$ cat config.mk
export PLATFORM = sky130hd
export DESIGN_NAME = pms_i2c_slv_mbox
export DESIGN_NICKNAME = d
export VERILOG_FILES = /design/src/rtl/pms_mbox_pkg.sv /design/src/rtl/pms_i2c_slv_packer.sv /design/src/rtl/pms_i2c_slv_mbox.sv
export SDC_FILE = /design/constraint.sdc
export NUM_CORES = 1
export LEC_CHECK = 0
export ABC_AREA = 0
export CORE_MARGIN = 2
export CORE_UTILIZATION = 60
export CTS_CLUSTER_SIZE = 40
export DETAILED_ROUTE_END_ITERATION = 10
export DONT_BUFFER_PORTS = 1
export PLACE_DENSITY = 0.76
export SYNTH_ARGS = -nofsm -noshare
export SYNTH_HDL_FRONTEND = slang
export SYNTH_SLANG_ARGS = --single-unit
$ cat constraint.sdc
create_clock -name clk_i -period 8 [get_ports clk_i]
set_clock_uncertainty 0.1 [all_clocks]
set_input_delay 2 -clock clk_i [delete_from_list [all_inputs] [get_ports clk_i]]
set_output_delay 2 -clock clk_i [all_outputs]
set_load 0.03 [all_outputs]
$ cat src/rtl/pms_mbox_pkg.sv
`default_nettype none
// +------------------------------------------------------------------+
// | pms_mbox_pkg                                                     |
// | Shared types and constants for the I2C slave ingress mailbox.    |
// | Revision: 1.0                                                    |
// +------------------------------------------------------------------+
package pms_mbox_pkg;

  localparam int N_I2C_SLV       = 2;
  localparam int MBOX_FIFO_DEPTH = 8;
  localparam int MBOX_IRQ_THRESH = 4;

  typedef struct packed {
    logic [31:0] data;
    logic [1:0]  src;
    logic [2:0]  len;
    logic        last;
  } mbox_entry_t;

  // Little-endian byte lane insert: lane k occupies bits [8k+7:8k].
  function automatic logic [31:0] mbox_lane_put(input logic [31:0] w,
                                                 input logic [1:0]  k,
                                                 input logic [7:0]  b);
    logic [31:0] r;
    r = w;
    case (k)
      2'd0:    r[7:0]   = b;
      2'd1:    r[15:8]  = b;
      2'd2:    r[23:16] = b;
      default: r[31:24] = b;
    endcase
    return r;
  endfunction

endpackage
`default_nettype wire

$ cat src/rtl/pms_i2c_slv_packer.sv
`default_nettype none
// +------------------------------------------------------------------+
// | pms_i2c_slv_packer                                               |
// | Packs one I2C slave byte stream into little-endian 32-bit words. |
// | Revision: 1.0                                                    |
// +------------------------------------------------------------------+
module pms_i2c_slv_packer
  import pms_mbox_pkg::*;
(
  input  logic        clk_i,
  input  logic        rst_ni,
  input  logic        flush_i,
  input  logic [7:0]  rx_data_i,
  input  logic        rx_last_i,
  input  logic        rx_valid_i,
  output logic        rx_ready_o,
  input  logic        grant_i,
  output logic        pend_o,
  output logic [31:0] word_o,
  output logic [2:0]  len_o,
  output logic        last_o
);

  logic [1:0]  r_cnt;
  logic [31:0] r_word;
  logic        r_pend;
  logic [2:0]  r_len;
  logic        r_last;

  logic        w_acc;
  logic        w_done;
  logic [31:0] w_base;

  assign w_acc  = rx_valid_i & ~r_pend;
  assign w_done = w_acc & ((r_cnt == 2'd3) | rx_last_i);
  // Starting a fresh word zeroes the stale upper lanes of the previous one.
  assign w_base = (r_cnt == 2'd0) ? 32'h0 : r_word;

  always_ff @(posedge clk_i) begin
    if (!rst_ni || flush_i) begin
      r_cnt  <= 2'd0;
      r_word <= 32'h0;
      r_pend <= 1'b0;
      r_len  <= 3'd0;
      r_last <= 1'b0;
    end else begin
      if (grant_i) begin
        r_pend <= 1'b0;
      end
      if (w_acc) begin
        r_word <= mbox_lane_put(w_base, r_cnt, rx_data_i);
        if (w_done) begin
          r_pend <= 1'b1;
          r_len  <= {1'b0, r_cnt} + 3'd1;
          r_last <= rx_last_i;
          r_cnt  <= 2'd0;
        end else begin
          r_cnt  <= r_cnt + 2'd1;
        end
      end
    end
  end

  assign rx_ready_o = ~r_pend;
  assign pend_o     = r_pend;
  assign word_o     = r_word;
  assign len_o      = r_len;
  assign last_o     = r_last;

endmodule
`default_nettype wire

$ cat src/rtl/pms_i2c_slv_mbox.sv
`default_nettype none
// +------------------------------------------------------------------+
// | pms_i2c_slv_mbox                                                 |
// | Round-robin merge of I2C slave packers into a shared word FIFO.  |
// | Revision: 1.0                                                    |
// +------------------------------------------------------------------+
module pms_i2c_slv_mbox
  import pms_mbox_pkg::*;
#(
  parameter int N_SLV      = N_I2C_SLV,
  parameter int FIFO_DEPTH = MBOX_FIFO_DEPTH,
  parameter int IRQ_THRESH = MBOX_IRQ_THRESH
) (
  input  logic                         clk_i,
  input  logic                         rst_ni,
  input  logic                         flush_i,
  input  logic [N_SLV-1:0][7:0]        rx_data_i,
  input  logic [N_SLV-1:0]             rx_last_i,
  input  logic [N_SLV-1:0]             rx_valid_i,
  output logic [N_SLV-1:0]             rx_ready_o,
  output logic [31:0]                  pop_data_o,
  output logic [1:0]                   pop_src_o,
  output logic [2:0]                   pop_len_o,
  output logic                         pop_last_o,
  output logic                         pop_valid_o,
  input  logic                         pop_ready_i,
  output logic [$clog2(FIFO_DEPTH):0]  fifo_count_o,
  output logic                         irq_o
);

  localparam int C_AW = $clog2(FIFO_DEPTH);
  localparam int C_CW = C_AW + 1;

  // Per-channel packer state, padded to four slots so a 2-bit index is always in range.
  logic [3:0]       w_pend;
  logic [31:0]      w_word [4];
  logic [2:0]       w_len  [4];
  logic [3:0]       w_last;
  logic [N_SLV-1:0] w_gnt;

  logic             w_gnt_vld;
  logic [1:0]       w_gnt_idx;
  logic [2:0]       w_scan;
  logic [1:0]       w_rr_nxt;
  logic             w_full;

  logic [1:0]       r_rr;
  logic [C_AW-1:0]  r_wptr;
  logic [C_AW-1:0]  r_rptr;
  logic [C_CW-1:0]  r_count;
  logic [C_CW-1:0]  r_lcnt;
  logic             r_irq;
  mbox_entry_t      r_mem [FIFO_DEPTH];

  mbox_entry_t      w_entry;
  mbox_entry_t      w_head;
  logic             w_push;
  logic             w_pop;
  logic             w_pop_valid;
  logic [C_CW-1:0]  w_count_nxt;
  logic [C_CW-1:0]  w_lcnt_nxt;
  logic             w_irq_nxt;

  for (genvar i = 0; i < N_SLV; i++) begin : g_ch
    assign w_gnt[i] = w_gnt_vld & (w_gnt_idx == 2'(i));

    pms_i2c_slv_packer u_packer (
      .clk_i      (clk_i),
      .rst_ni     (rst_ni),
      .flush_i    (flush_i),
      .rx_data_i  (rx_data_i[i]),
      .rx_last_i  (rx_last_i[i]),
      .rx_valid_i (rx_valid_i[i]),
      .rx_ready_o (rx_ready_o[i]),
      .grant_i    (w_gnt[i]),
      .pend_o     (w_pend[i]),
      .word_o     (w_word[i]),
      .len_o      (w_len[i]),
      .last_o     (w_last[i])
    );
  end

  for (genvar i = N_SLV; i < 4; i++) begin : g_pad
    assign w_pend[i] = 1'b0;
    assign w_word[i] = 32'h0;
    assign w_len[i]  = 3'd0;
    assign w_last[i] = 1'b0;
  end

  assign w_full      = (r_count == C_CW'(FIFO_DEPTH));
  assign w_pop_valid = (r_count != '0);

  // First pending channel at or after the round-robin pointer wins.
  always_comb begin
    w_gnt_vld = 1'b0;
    w_gnt_idx = 2'd0;
    w_scan    = 3'd0;
    for (int k = 0; k < N_SLV; k++) begin
      w_scan = {1'b0, r_rr} + 3'(k);
      if (w_scan >= 3'(N_SLV)) begin
        w_scan = w_scan - 3'(N_SLV);
      end
      if (!w_gnt_vld && w_pend[w_scan[1:0]] && !w_full && !flush_i) begin
        w_gnt_vld = 1'b1;
        w_gnt_idx = w_scan[1:0];
      end
    end
  end

  always_comb begin
    w_rr_nxt = r_rr;
    if (w_gnt_vld) begin
      w_rr_nxt = (w_gnt_idx == 2'(N_SLV - 1)) ? 2'd0 : w_gnt_idx + 2'd1;
    end
  end

  assign w_entry.data = w_word[w_gnt_idx];
  assign w_entry.src  = w_gnt_idx;
  assign w_entry.len  = w_len[w_gnt_idx];
  assign w_entry.last = w_last[w_gnt_idx];

  assign w_head = r_mem[r_rptr];
  assign w_push = w_gnt_vld;
  assign w_pop  = w_pop_valid & pop_ready_i & ~flush_i;

  always_comb begin
    w_count_nxt = r_count;
    w_lcnt_nxt  = r_lcnt;
    if (w_push && !w_pop) begin
      w_count_nxt = r_count + C_CW'(1);
    end else if (!w_push && w_pop) begin
      w_count_nxt = r_count - C_CW'(1);
    end
    if ((w_push && w_entry.last) && !(w_pop && w_head.last)) begin
      w_lcnt_nxt = r_lcnt + C_CW'(1);
    end else if (!(w_push && w_entry.last) && (w_pop && w_head.last)) begin
      w_lcnt_nxt = r_lcnt - C_CW'(1);
    end
    w_irq_nxt = (w_count_nxt >= C_CW'(IRQ_THRESH)) | (w_lcnt_nxt != '0);
  end

  always_ff @(posedge clk_i) begin
    if (!rst_ni) begin
      r_rr    <= 2'd0;
      r_wptr  <= '0;
      r_rptr  <= '0;
      r_count <= '0;
      r_lcnt  <= '0;
      r_irq   <= 1'b0;
    end else if (flush_i) begin
      r_wptr  <= '0;
      r_rptr  <= '0;
      r_count <= '0;
      r_lcnt  <= '0;
      r_irq   <= 1'b0;
    end else begin
      if (w_push) begin
        r_wptr <= r_wptr + C_AW'(1);
      end
      if (w_pop) begin
        r_rptr <= r_rptr + C_AW'(1);
      end
      r_rr    <= w_rr_nxt;
      r_count <= w_count_nxt;
      r_lcnt  <= w_lcnt_nxt;
      r_irq   <= w_irq_nxt;
    end
  end

  always_ff @(posedge clk_i) begin
    if (w_push && rst_ni) begin
      r_mem[r_wptr] <= w_entry;
    end
  end

  // Head fields read as zero whenever the FIFO is empty.
  assign pop_valid_o  = w_pop_valid;
  assign pop_data_o   = w_pop_valid ? w_head.data : 32'h0;
  assign pop_src_o    = w_pop_valid ? w_head.src  : 2'd0;
  assign pop_len_o    = w_pop_valid ? w_head.len  : 3'd0;
  assign pop_last_o   = w_pop_valid & w_head.last;
  assign fifo_count_o = r_count;
  assign irq_o        = r_irq;

endmodule
`default_nettype wire

==> run metrics, run 1 <==
Worst path max stage delay a little over 0.8 ns; CP startpoint kind flop; Initial Utilization roughly 60%; Yosys cell types 45; H-tree depth 2; Worst Path Required about 5.9 ns; FILL cells ~1700; largest family of logic cells by synthesized area multiplexers; adder-cell share of the synthesized area about 1.3%; Max Fclk slightly below 200 MHz; CTS root buf clkbuf_16; drt pass-1 iters 7; largest net degree at the start of global routing 54; count of final setup violators 0; core region area 0.02598 mm^2; Die Width between 150 and 200 um; post-DP HPWL just under 20000 um; Critical Path Fanout Max 34; Post-synth EDFFs around 300; Slew Limit Fails 0; Setup TNS 0 ns; Critical Path Slowest Stage Cell dfxtp_4; flop2flop setup slack between 4 and 5 ns; final worst-path cycle share 64.25%; Post-Synthesis Cells between 1000 and 1500; max-cap violations 0; R2R depth 7; simple-gate area share of the yosys netlist under 10%; crit path capture type output pin; maximum clock path buffer count 3; initial antenna violation count 0; Slew HR 44.46%; leak pwr approximately 0.0058 uW; CTS Hold Buffers Added 0; pwr dens roughly 240 mW/mm^2; Multi-input gate area ~0.0045 mm^2; post-synthesis xor/xnor area fraction less than 1%; CTS tree yes; I/O Buffers 0; Synth Area in Compound Gates 3.929%; number of I/O pins 70; RSZ-0062 raised after global routing no; clock sink count 402; post-route ant nets 0; FFs w/ async S/R, synth 0%; DRT Wirelength 33820 um; Final min period slightly above 5 ns; vias per std cell 6.143; hold slack final about 0.35 ns; final hold vios 0; die area 0.02775 mm^2; vias in the first global route ~9000; IR Drop Worst-Case VDD roughly 0.00021 V; min-delay src g_ch[0].u_packer.word_o[24]; register bit total from synthesis 402; clock buffer count from CTS 40; initial DRC count between 900 and 1000; FF+latch area around 0.011 mm^2; area grow syn2layout 11.37%; hold path endpoint g_ch[0].u_packer.word_o[24]; mux contribution to synthesized area between 10% and 20%; RR Endpoint irq_o; hold crit path type reg2reg; Worst Max-Slew Pin Slew approximately 0.83 ns; status finished, final reports clean; arrival time at the worst endpoint a little over 3 ns; vias post-DR 8871; total track usage around 25%; WL/cell around 23 um; Setup Fix Bufs, Post-CTS 0; Die Y-Extent between 150 and 200 um; mapped cell area between 0.015 and 0.02 mm^2; routability cong. approximately 0.86; CTS resizes 0; Hold Crit Depth 2; layout cell share with drive strength beyond 1 between 10% and 20%; total gr overflow 0; Clock Latency Late Sink 0.53 ns; clock transition at the registers of the reported paths 0.06 ns; Seq/Total Area, Yosys between 60% and 70%; Total Power 4256 uW; num rows between 50 and 60; number of remaining DRC errors 0; global-route wire length before repair ~52000 um; Avg Inst Size Synth approximately 15 um^2; Main synth FF type edfxtp_1; Inserted Diodes 0; crit-path cells buf_4, mux4_2, mux2i_1, nor2_1; WS Path Type reg2out; Final #Nets ~1100; yosys synthesis warning count 0
-- worst max path at each step --
stage | from | to | cells past startpoint
floorplan | flush_i | r_mem[0][0] | 4
global placement | flop | pop_data_o[26] | 4
detailed placement | flop | pop_src_o[0] | 4
CTS | flop | pop_src_o[0] | 4
global route | flop | pop_data_o[6] | 4
finish | flop | pop_data_o[6] | 4
-- cells in the mapped netlist, drive strengths merged, types with 5 or more instances --
cell type  count  area share [%]
ha            16             1.3
dfxtp         98              12
mux4          75              11
nor3          10            0.39
mux2i         43             2.7
edfxtp       304              58
a21oi         48             1.5
inv           18            0.43
buf           22            0.66
nand2        184             4.4
a22oi         33             1.6
nand3         24            0.76
nand2b         6            0.25
clkbuf        36            0.85
nor2         100             2.4
and3           5            0.20
xnor2          5            0.28
and2           7            0.28
-- routing by layer --
layer  track usage [%]  vias up  part of all wire, %  wire length (um)
li1                  -     3984                    -                 -
met1             33.89     4500                   41             13840
met2             39.62      328                   48             16270
met3             6.416       59                  8.7              2938
met4             6.559        0                  2.3               770
met5                 0        -                    0                 0
-- cells by family (layout without fill, tap and decap cells) --
kind of cell / Yosys count / after routing
flops: 402 / 402
simple gates: 345 / 345
mux: 119 / 119
compound gates: 98 / 98
buf+inv: 76 / 112
fa+ha+maj: 16 / 16
xor+xnor: 9 / 9
other cells: 1 / 8
-- sequential cells by signal, indices dropped and copies added, names as in the netlist, named ones only --
register,count
r_lcnt,4
g_ch.u_packer.len_o,6
r_rr,2
g_ch.u_packer.word_o,64
r_wptr,3
g_ch.u_packer.r_cnt,4
g_ch.u_packer.pend_o,2
irq_o,1
r_rptr,3
g_ch.u_packer.last_o,2
r_mem,304
fifo_count_o,4
-- layout by cell type (no fill, tap or decap), types with 24 or more instances in the layout --
master / instances
mux2i_1: 43
dfxtp_1: 95
nor2_1: 99
a21oi_1: 48
clkbuf_16: 42
edfxtp_1: 304
a22oi_1: 33
nand3_1: 24
nand2_1: 183
mux4_2: 75
-- power breakdown --
group | internal (uW) | total (uW) | switching [uW] | leakage, uW
combinational | 22.1 | 87.7 | 65.6 | 0.00145
sequential | 2230 | 2230 | 7.40 | 0.00371
clock | 1180 | 1930 | 757 | 0.000664
-- area by class of cell --
cell class	instances	share of cell area, %
inverter	18	0.3825
tap	335	2.373
sequential	402	62.84
clock buffer	50	6.290
multi-input combinational	595	25.71
timing repair buffer	21	0.8925
clock inverter	23	1.509
-- critical path, delay by kind of cell (launching register included) --
family / cells / cell delay [ns]
buffers and inverters: 1 / 0.44
and+or+nand+nor: 1 / 0.27
DFF: 1 / 0.82
muxes: 2 / 0.97
-- metrics by stage --
stage / setup WS [ns] / instances / area, um^2 / utilization, %
CTS: 2.810 / 1444 / 17660 / 67.97
global placement: 3.405 / 1371 / 16290 / 62.67
finish: 2.860 / 1444 / 17660 / 67.97
detailed placement: 3.386 / 1371 / 16290 / 62.67
floorplan: 1.252 / 1073 / 15890 / -
global route: 2.645 / 1444 / 17660 / 67.97
(Power assumes the default switching activity.)
==> run 2, diff against run 1 <==
==> constraint.sdc (replaced) <==
create_clock -name clk_i -period 4.9 [get_ports clk_i]
set_clock_uncertainty 0.1 [all_clocks]
set_input_delay 1.225 -clock clk_i [delete_from_list [all_inputs] [get_ports clk_i]]
set_output_delay 1.225 -clock clk_i [all_outputs]
set_load 0.03 [all_outputs]
==> run metrics, run 2 (synthesized netlist as in run 1, its figures left out) <==
CP startpoint kind flop; largest net degree at the start of global routing 57; Die Width 166.6 um; total gr overflow 0; Combinational Power Share under 10%; crit-path cells buf_4, mux4_2, mux2i_1, nor2_1; max-cap violations 0; Critical Path Slowest Stage Cell mux4_2; Clock Latency Late Sink between 0.5 and 0.6 ns; initial DRC count ~870; clock share of power between 40 and 50%; maximum clock path buffer count 3; FILL cells roughly 1700; WL/cell 22.72 um; crit path buf inv count 1; clock transition at the registers of the reported paths around 0.06 ns; clock sink count 402; Crit path max-delay family multiplexers; Net Sw Power between 1000 and 1500 uW; RSZ-0062 raised after global routing no; number of I/O pins 70; vias post-DR 8802; leading cell type in the layout, fill and taps excluded edfxtp_1; WS Path Type reg2out; leak pwr 0.005826 uW; Worst path max stage delay 0.57 ns; Slew Limit Fails 0; hold crit path type reg2reg; max reg flops 304; Hold Crit Depth 2; arrival time at the worst endpoint between 2 and 3 ns; Critical Path Fanout Max 26; routability cong. 0.8274; R2R depth 12; Seq pwr share between 50% and 60%; initial antenna violation count 0; drt pass-1 iters 5; largest register by flop count r_mem; Slew HR between 20% and 30%; sw frac between 10% and 20%; crit path capture type output pin; die area 0.02775 mm^2; CTS tree yes; number of remaining DRC errors 0; final worst-path cycle share between 70% and 80%; pwr dens 388.0 mW/mm^2; I/O Buffers 0; status finished, final reports clean; clock buffer count from CTS 40; Final #Nets ~1100; post-route ant nets 0; Crit path depth 4; Final min period between 3 and 4 ns; IR Drop Worst-Case VDD approximately 0.00027 V; num rows between 50 and 60; Worst Setup Slack, final 1.015 ns; CTS resizes 0; Worst Max-Slew Pin Slew around 1.1 ns; final hold vios 0; global-route wire length before repair roughly 51000 um; total track usage about 24%; Setup Fix Bufs, Post-CTS 0; Placement Setup Slack about 1.5 ns; area grow syn2layout 11.57%; post-layout util about two thirds; Worst Path Required roughly 3.6 ns; Initial Utilization between 60% and 70%; count of final setup violators 0; commonest non-fill, non-tap cells in the layout 304 x edfxtp_1, 183 x nand2_1, 99 x nor2_1, 95 x dfxtp_1, 75 x mux4_2; layout cell share with drive strength beyond 1 about 16%; Power Internal between 5000 and 6000 uW; H-tree depth 2; DRT Wirelength between 30000 and 40000 um; core region area roughly 0.026 mm^2; CTS root buf clkbuf_16; vias in the first global route 8867; Die Y-Extent 166.6 um; CTS Hold Buffers Added 0; Total Power ~6900 uW; post-DP HPWL ~20000 um; Max Fclk ~260 MHz; vias per std cell slightly above 6
## run 2: changes by cell type in the layout (fill, tap and decap cells not counted), moves of 2 or more
cell | previous run | this run
clkinv_1 | 12 | 6
clkbuf_1 | 5 | 8
nor3_2 | 5 | 2
nor3_4 | 1 | 4
buf_12 | 0 | 2
buf_4 | 21 | 23
clkbuf_16 | 42 | 40
## run 2: area by class of cell
class | instances | area (um^2) | share of cell area, %
diodes | 1 | 2.502 | 0.01414
clock inverters | 19 | 239.0 | 1.351
clock buffers | 53 | 1094 | 6.180
multi-input cells | 595 | 4561 | 25.77
inverters | 18 | 67.56 | 0.3818
well taps | 335 | 419.2 | 2.369
repair buffers | 25 | 212.7 | 1.202
flip-flops and latches | 402 | 11100 | 62.73
## run 2: worst reg2reg max path, stage by stage (launching register included)
cell	delay, ns
dfxtp_1	0.47
inv_1	0.12
ha_1	0.17
inv_1	0.06
nor3_2	0.09
buf_4	0.49
inv_2	0.23
and3_1	0.31
or2_1	0.29
o22ai_1	0.22
xnor2_1	0.17
o311a_1	0.20
a31oi_1	0.08
## run 2: path summary, 6_finish.rpt
path / from / to / slack [ns]
max: flop / pop_data_o[19] / 1.02
min: g_ch[1].u_packer.word_o[5] / g_ch[1].u_packer.word_o[5] / 0.36
max reg2reg: fifo_count_o[1] / irq_o / 1.73
min reg2reg: g_ch[1].u_packer.word_o[5] / g_ch[1].u_packer.word_o[5] / 0.36
## run 2: power by group through the flow
stage / clock, uW / sequential (uW) / combinational (uW)
6_report: 3080 / 3650 / 143
5_1_grt: 3260 / 3650 / 158
4_1_cts: 3120 / 3650 / 143
3_5_place_dp: 0 / 3720 / 143
3_3_place_gp: 0 / 3720 / 139
2_1_floorplan: 0 / 3720 / 113
## run 2: per-stage QoR
| step | hold slack, ns | TNS, ns | cells | cell area (um^2) |
|---|---|---|---|---|
| final | 0.3568 | 0 | 1448 | 17690 |
| after detailed placement | 0.3478 | 0 | 1375 | 16360 |
| after global routing | 0.3754 | 0 | 1447 | 17690 |
| after floorplan | 0.3321 | -122.63 | 1073 | 15900 |
| after CTS | 0.3545 | 0 | 1447 | 17690 |
| after global placement | 0.3402 | 0 | 1375 | 16360 |
## run 2: metal layers
layer / global-route usage, % / up-vias / wire length [um]
met4: 7.646 / 0 / 844
li1: - / 3980 / -
met2: 39.00 / 311 / 15780
met3: 5.703 / 55 / 2527
met1: 33.11 / 4456 / 13750
met5: 0 / - / 0
==> run 3, diff against run 2 <==
==> constraint.sdc (replaced) <==
create_clock -name clk_i -period 3.6 [get_ports clk_i]
set_clock_uncertainty 0.1 [all_clocks]
set_input_delay 0.9 -clock clk_i [delete_from_list [all_inputs] [get_ports clk_i]]
set_output_delay 0.9 -clock clk_i [all_outputs]
set_load 0.03 [all_outputs]
==> run metrics, run 3 (synthesized netlist as in run 1, its figures left out) <==
status finished, final reports clean; Inserted Diodes 0; clock transition at the registers of the reported paths approximately 0.060 ns; core region area between 0.02 and 0.03 mm^2; DRT Wirelength between 30000 and 40000 um; vias per std cell around 6.0; die area about 0.028 mm^2; CTS root buf clkbuf_16; initial DRC count ~650; leak pwr between 0.005 and 0.006 uW; total track usage 23.69%; Die Width around 170 um; number of I/O pins 70; Worst Path Required approximately 2.6 ns; H-tree depth 2; commonest non-fill, non-tap cells in the layout 304 x edfxtp_1, 183 x nand2_1, 99 x nor2_1, 95 x dfxtp_1, 75 x mux4_2; max reg flops approximately 300; WL/cell 22.14 um; CTS resizes 0; flop2flop setup slack 0.75 ns; sw frac roughly 20%; Clock Latency Late Sink 0.52 ns; Total Power 8919 uW; min-delay src g_ch[1].u_packer.len_o[2]; Slew HR 32.68%; Final min period roughly 3.4 ns; arrival time at the worst endpoint 2.37 ns; Crit Reg-Reg Startpoint fifo_count_o[1]; RR Endpoint irq_o; routability cong. 0.8375; Net Sw Power ~1800 uW; vias post-DR 8685; CTS tree yes; vias in the first global route between 8000 and 9000; maximum clock path buffer count 3; largest register by flop count r_mem; count of final setup violators 0; final worst-path cycle share roughly 94%; post-route ant nets 0; crit path capture type output pin; Initial Utilization around three fifths; FILL cells 1741; clock share of power about 42%; R2R depth 12; Final #Nets approximately 1100; post-layout util between 60% and 70%; final hold vios 0; max-cap violations 0; placed insts ~1400; IR Drop Worst-Case VDD roughly 0.00043 V; total gr overflow 0; layout cell share with drive strength beyond 1 between 10% and 20%; Slew Limit Fails 0; drt pass-1 iters 5; number of remaining DRC errors 0; clock sink count 402; Die Y-Extent around 170 um; Finished Layout Cells 1456; initial antenna violation count 0; leading cell type in the layout, fill and taps excluded edfxtp_1; Combinational Power Share under 10%; Setup TNS 0 ns; Seq pwr share a little under three fifths; pwr dens 504.5 mW/mm^2; area grow syn2layout 11.46%; Worst Max-Slew Pin Slew 1.006 ns; WS Path Type reg2out; global-route wire length before repair roughly 50000 um; Critical Path Fanout Max 18; I/O Buffers 0; largest net degree at the start of global routing between 50 and 60; Power Internal approximately 7100 uW; Max Fclk ~300 MHz; post-DP HPWL 20150 um; Setup Fix Bufs, Post-CTS 0; hold path endpoint g_ch[1].u_packer.len_o[2]; CTS Hold Buffers Added 0; RSZ-0062 raised after global routing no; num rows 59; hold crit path type reg2reg; CP startpoint kind flop; Hold Crit Depth 2; clock buffer count from CTS 40
==> run 3: changes by cell type in the layout (fill, tap and decap cells not counted), moves of 2 or more <==
cell,before,now
buf_4,23,30
bufinv_16,5,0
clkbuf_1,8,12
buf_12,2,5
clkinv_1,6,9
clkinv_2,2,5
nor4_2,3,0
nor4_4,0,3
clkbuf_8,4,2
==> run 3: worst max-delay path by stage <==
stage	slack, ns	to	depth (start not counted)
floorplan	-0.51	r_mem[0][0]	6
global route	0.11	pop_data_o[15]	4
global placement	0.74	pop_last_o	5
finish	0.23	pop_data_o[15]	4
CTS	0.19	pop_last_o	5
detailed placement	0.75	pop_last_o	5
==> run 3: per-layer routing <==
layer | global-route usage [%] | wire, um | vias to the layer above
met3 | 5.442 | 2446 | 49
met5 | 0 | 0 | -
met4 | 6.747 | 769 | 0
li1 | - | - | 4003
met1 | 33.41 | 13740 | 4347
met2 | 37.78 | 15280 | 286
==> run 3: area by class of cell <==
class | count | area [um^2] | area share (%)
Clock buffer | 55 | 1099 | 6.214
Clock inverter | 16 | 75.07 | 0.4247
Tap cell | 335 | 419.2 | 2.371
Multi-Input combinational cell | 595 | 4593 | 25.98
Inverter | 18 | 67.56 | 0.3822
Sequential cell | 402 | 11100 | 62.79
Timing Repair Buffer | 35 | 325.3 | 1.840
==> run 3: metrics by stage <==
| stage | cell area (um^2) | hold slack [ns] | setup slack [ns] |
|---|---|---|---|
| after floorplan | 15940 | 0.3321 | -0.5100 |
| after global placement | 16500 | 0.3382 | 0.7420 |
| after detailed placement | 16500 | 0.3468 | 0.7529 |
| after CTS | 17680 | 0.3550 | 0.1872 |
| after global routing | 17680 | 0.3662 | 0.1148 |
| final | 17680 | 0.3547 | 0.2328 |
==> run 3: power by group through the flow <==
stage / combinational (uW) / sequential [uW] / clock (uW)
finish: 201 / 4960 / 3750
global route: 222 / 4960 / 4010
CTS: 201 / 4960 / 3820
detailed placement: 200 / 5060 / 0
global placement: 196 / 5060 / 0
floorplan: 155 / 5060 / 0
==> run 3: critical path, stage by stage (launching register included) <==
cell and delay, ns:
dfxtp_4 0.62, buf_12 0.25, mux4_2 0.51, mux2i_1 0.24, nor2_1 0.20
==> variant 1: new RTL, config.mk and constraints of run 3 <==
The package constant `N_I2C_SLV` goes from 2 to 1.
--- a/src/rtl/pms_mbox_pkg.sv
+++ b/src/rtl/pms_mbox_pkg.sv
@@ -7,5 +7,5 @@
 package pms_mbox_pkg;
 
-  localparam int N_I2C_SLV       = 2;
+  localparam int N_I2C_SLV       = 1;
   localparam int MBOX_FIFO_DEPTH = 8;
   localparam int MBOX_IRQ_THRESH = 4;
Ports: changed (resized rx_data_i, rx_last_i, rx_ready_o and rx_valid_i); port bits go from 70 to 59. No check against the original RTL was run, so the function may have changed too.
==> variant 1 against run 3 <==
Global-route usage fell by 0.34 points; power fell by 7.2%; area after synthesis fell by 11%; routed wire length fell by 14%; sequential cell count fell by 40; die area fell by 11%; worst setup slack got worse by 0.19 ns; combinational power fell by 37%; worst hold slack improved by 0.045 ns; first-iteration DRC count fell by 14%; maximum frequency fell by 5.3%; final area fell by 11%; critical path depth rose by 1; highest routed layer unchanged.
==> variant 1: results <==
[grt]
use_met1_pct = 30.99
grt_pass1_wl_um = 42470
grt_pass1_vias = 7222
antenna_found_initial = 0
grt_util_met3_pct = 4.598
use_met2_pct = 39.72
grt_max_degree = 56
grt.total_usage_pct = 23.36

[detailed_routing]
met1_length_um = 10860
drt-initial-drc-count = 558
top_layer_used = met4
wirelength_um = 27740
vias = 7002
wl_per_cell_um = 24.04
wl_met3_um = 1951
dr_wl_met2_um = 14240

[critical_path]
cpMaxStageDelayCell = dfxtp_1
slowest_delay_ns = 0.58
worstPathArrival_ns = 2.56
path_max_fanout = 40
path_delay_family = simple AND/OR/NAND/NOR gates

[synthesis]
seq_area_frac_synth_pct = 73.00
ys_async_sr_fraction_pct = 0
ys_top_cells_by_area = edfxtp_1 65%, mux4_2 12%, dfxtp_1 8.2%, mux2i_1 2.8%, nor2_1 2.2%
synth.distinct_cells = 43
ys_top_cells_by_count = 304 x edfxtp_1, 82 x nor2_1, 76 x mux4_2, 60 x clkbuf_1, 58 x dfxtp_1
postSynthCellCount = 802

[clocking]
cts_made_buffers = 35
ctsResizeCount = 0
cts_max_level = 2

[placed_design]
gp_congestion = 0.7520
post-place-cells = 1091
dp_slack_ns = 0.5527
dp_hpwl_um = 16470

[timing]
worst_pin_slew_ns = 1.166

[pwr]
p_leak_nw = 4.800
p_sw_mw = 1.571
ir_worst_vdd_mv = 0.3599

[layout]
nets = 836
diodes = 0
drive_gt1_share_pct = 20.96

[run_status]
status = complete, no violations
==> variant 1: stage by stage <==
stage | area (um^2) | setup TNS (ns) | util, %
2_1_floorplan | 14170 | -86.50 | -
3_3_place_gp | 14640 | 0 | 62.92
3_5_place_dp | 14640 | 0 | 62.92
4_1_cts | 15790 | 0 | 67.87
5_1_grt | 15800 | -0.4721 | 67.91
6_report | 15800 | 0 | 67.91
==> variant 1: final timing paths <==
check / startpoint / endpoint / slack [ns] / depth (start not counted)
min: r_rr[1]$_SDFFE_PN0P_ / r_rr[1]$_SDFFE_PN0P_ / 0.40 / 1
max: fifo_count_o[0]$_SDFF_PP0_ / pop_data_o[31] / 0.04 / 5
max reg2reg: fifo_count_o[0]$_SDFF_PP0_ / irq_o$_SDFF_PP0_ / 0.52 / 10
min reg2reg: r_rr[1]$_SDFFE_PN0P_ / r_rr[1]$_SDFFE_PN0P_ / 0.40 / 1
==> variant 1: power groups by stage <==
stage,Combinational (mW),Clock (mW),Sequential (mW)
CTS,0.125,3.68,4.52
detailed placement,0.124,0,4.61
global placement,0.120,0,4.61
floorplan,0.107,0,4.60
finish,0.127,3.63,4.52
global route,0.138,3.85,4.52
==> variant 1: kinds of logic after synthesis <==
kind of cell             synth area share (%)
AO/OA/AOI/OAI                           2.370
XOR/XNOR                               0.8077
adder cells (fa/ha/maj)                 1.154
buffers and inverters                   2.299
flip-flops                              73.00
multiplexers                            15.14
other                                 0.05328
AND/OR/NAND/NOR                         5.175
==> variant 1: area by class of cell <==
type	count	area, um^2
Fill cell	1474	7466
Clock inverter	7	85.08
Timing Repair Buffer	26	282.8
Inverter	8	30.03
Multi-Input combinational cell	376	3633
Tap cell	319	399.1
Clock buffer	56	1067
Sequential cell	362	10300
==> variant 2: new RTL, config.mk and constraints of run 3 <==
Made on the original files. Put one more register stage on the output `irq_o`, without a reset. The value now appears one clock later. The other outputs are not delayed to match.
--- a/src/rtl/pms_i2c_slv_mbox.sv
+++ b/src/rtl/pms_i2c_slv_mbox.sv
@@ -181,5 +181,7 @@
   assign pop_last_o   = w_pop_valid & w_head.last;
   assign fifo_count_o = r_count;
-  assign irq_o        = r_irq;
+  always_ff @(posedge clk_i) begin
+    irq_o <= r_irq;
+  end
 
 endmodule
Behaviour: not the same (a bounded check fails within 4 cycles, from zero or initial values and one cycle with rst_ni low).
==> variant 2 against run 3 <==
Sequential cell count rose by 1; worst hold slack got worse by 0.11 ns; final area rose by 1.4%; power rose by 4.5%; sequential power barely moved; largest power group unchanged; area after synthesis rose by 0.13%; cell count rose by 0.34%; critical path type unchanged; routed wire length rose by 4.8%; count of clock-buffer cells in the layout rose by 1; maximum frequency fell by 0.76%; worst setup slack got worse by 0.026 ns.
==> variant 2: results <==
[detailed_routing]
wl_per_cell_um = 23.13
vias = 8908
drt-initial-drc-count = 868

[pwr]
p_leak_nw = 5.927
powerClk_mw = 4.14
ir_worst_vdd_mv = 0.4146
p_sw_mw = 1.846
p_comb_mw = 0.209

[critical_path]
rrSetupSlack_ns = 0.72
critical_path_class = register to output pin
worstPathArrival_ns = 2.39
r2r_start = fifo_count_o[0]$_SDFF_PP0_
path_max_fanout = 14

[synthesis]
ys_top_cells_by_count = 304 x edfxtp_1, 184 x nand2_1, 100 x nor2_1, 99 x dfxtp_1, 75 x mux4_2
ys_top_cells_by_area = edfxtp_1 57%, dfxtp_1 12%, mux4_2 11%, nand2_1 4.3%, mux2i_1 2.7%
synth_area_per_cell_um2 = 14.88
seq_area_frac_synth_pct = 69.97

[min_path]
hold_depth = 0
hold_start = r_irq$_SDFF_PP0_

[layout]
drive_gt1_share_pct = 17.32
fillers = 1734
layout.cells.non_filler = 1461
nets = 1135

[grt]
grt_pass1_vias = 9047
grt.total_usage_pct = 24.75

[timing]
worst_pin_slew_ns = 0.8142

[placed_design]
place_area_um2 = 16590
gp_congestion = 0.8098
dp_hpwl_um = 19270
post-place-cells = 1387

[clocking]
clock_latency_ns = 0.54

[run_status]
status = complete, no violations
variant 2: cell count changes after synthesis:
cell | run 3 | this run
dfxtp_1 | 98 | 99
variant 2: area by class of cell:
type                    instances  area share [%]
inverters                      18          0.3769
well taps                     335           2.338
multi-input cells             595           25.62
repair buffers                 37           2.317
flip-flops and latches        403           62.03
clock inverters                17           1.103
clock buffers                  56           6.212
variant 2: stage by stage:
step / TNS, ns / hold slack (ns) / setup WS (ns) / util (%) / total power, mW
after global routing: 0 / 0.2400 / 0.09637 / 68.79 / 9.564
after floorplan: -63.03 / 0.2096 / -0.5100 / - / 5.225
after global placement: 0 / 0.2271 / 0.6525 / 63.68 / 5.276
after detailed placement: 0 / 0.2181 / 0.6535 / 63.68 / 5.281
after CTS: 0 / 0.2384 / 0.06285 / 68.71 / 9.369
final: 0 / 0.2440 / 0.2071 / 68.79 / 9.322
variant 2: worst max-delay path, cell delays in order, from the launching register on:
cell and delay [ns]:
dfxtp_4 0.57, buf_12 0.22, mux4_2 0.55, mux2i_1 0.28, nor2_1 0.21
variant 2: routing by layer:
metal	vias up	track usage [%]	routed length, um
li1	4016	-	-
met1	4511	34.14	13830
met2	321	40.44	16710
met4	0	7.909	813
met3	60	4.872	2443
met5	-	0	0
variant 2: cells by family (layout without fill, tap and decap cells):
kind of cell | Yosys count | count (layout) | share of synthesized area (%)
flops | 403 | 403 | 69.97
simple gates | 345 | 345 | 8.974
mux | 119 | 119 | 13.42
compound gates | 98 | 98 | 3.924
buf+inv | 76 | 128 | 1.938
fa+ha+maj | 16 | 16 | 1.261
xor+xnor | 9 | 9 | 0.4963
other cells | 1 | 8 | 0.02361
variant 2: worst paths after layout:
path                       to
max            pop_data_o[23]
min             irq_o$_DFF_P_
max reg2reg  r_irq$_SDFF_PP0_
min reg2reg     irq_o$_DFF_P_
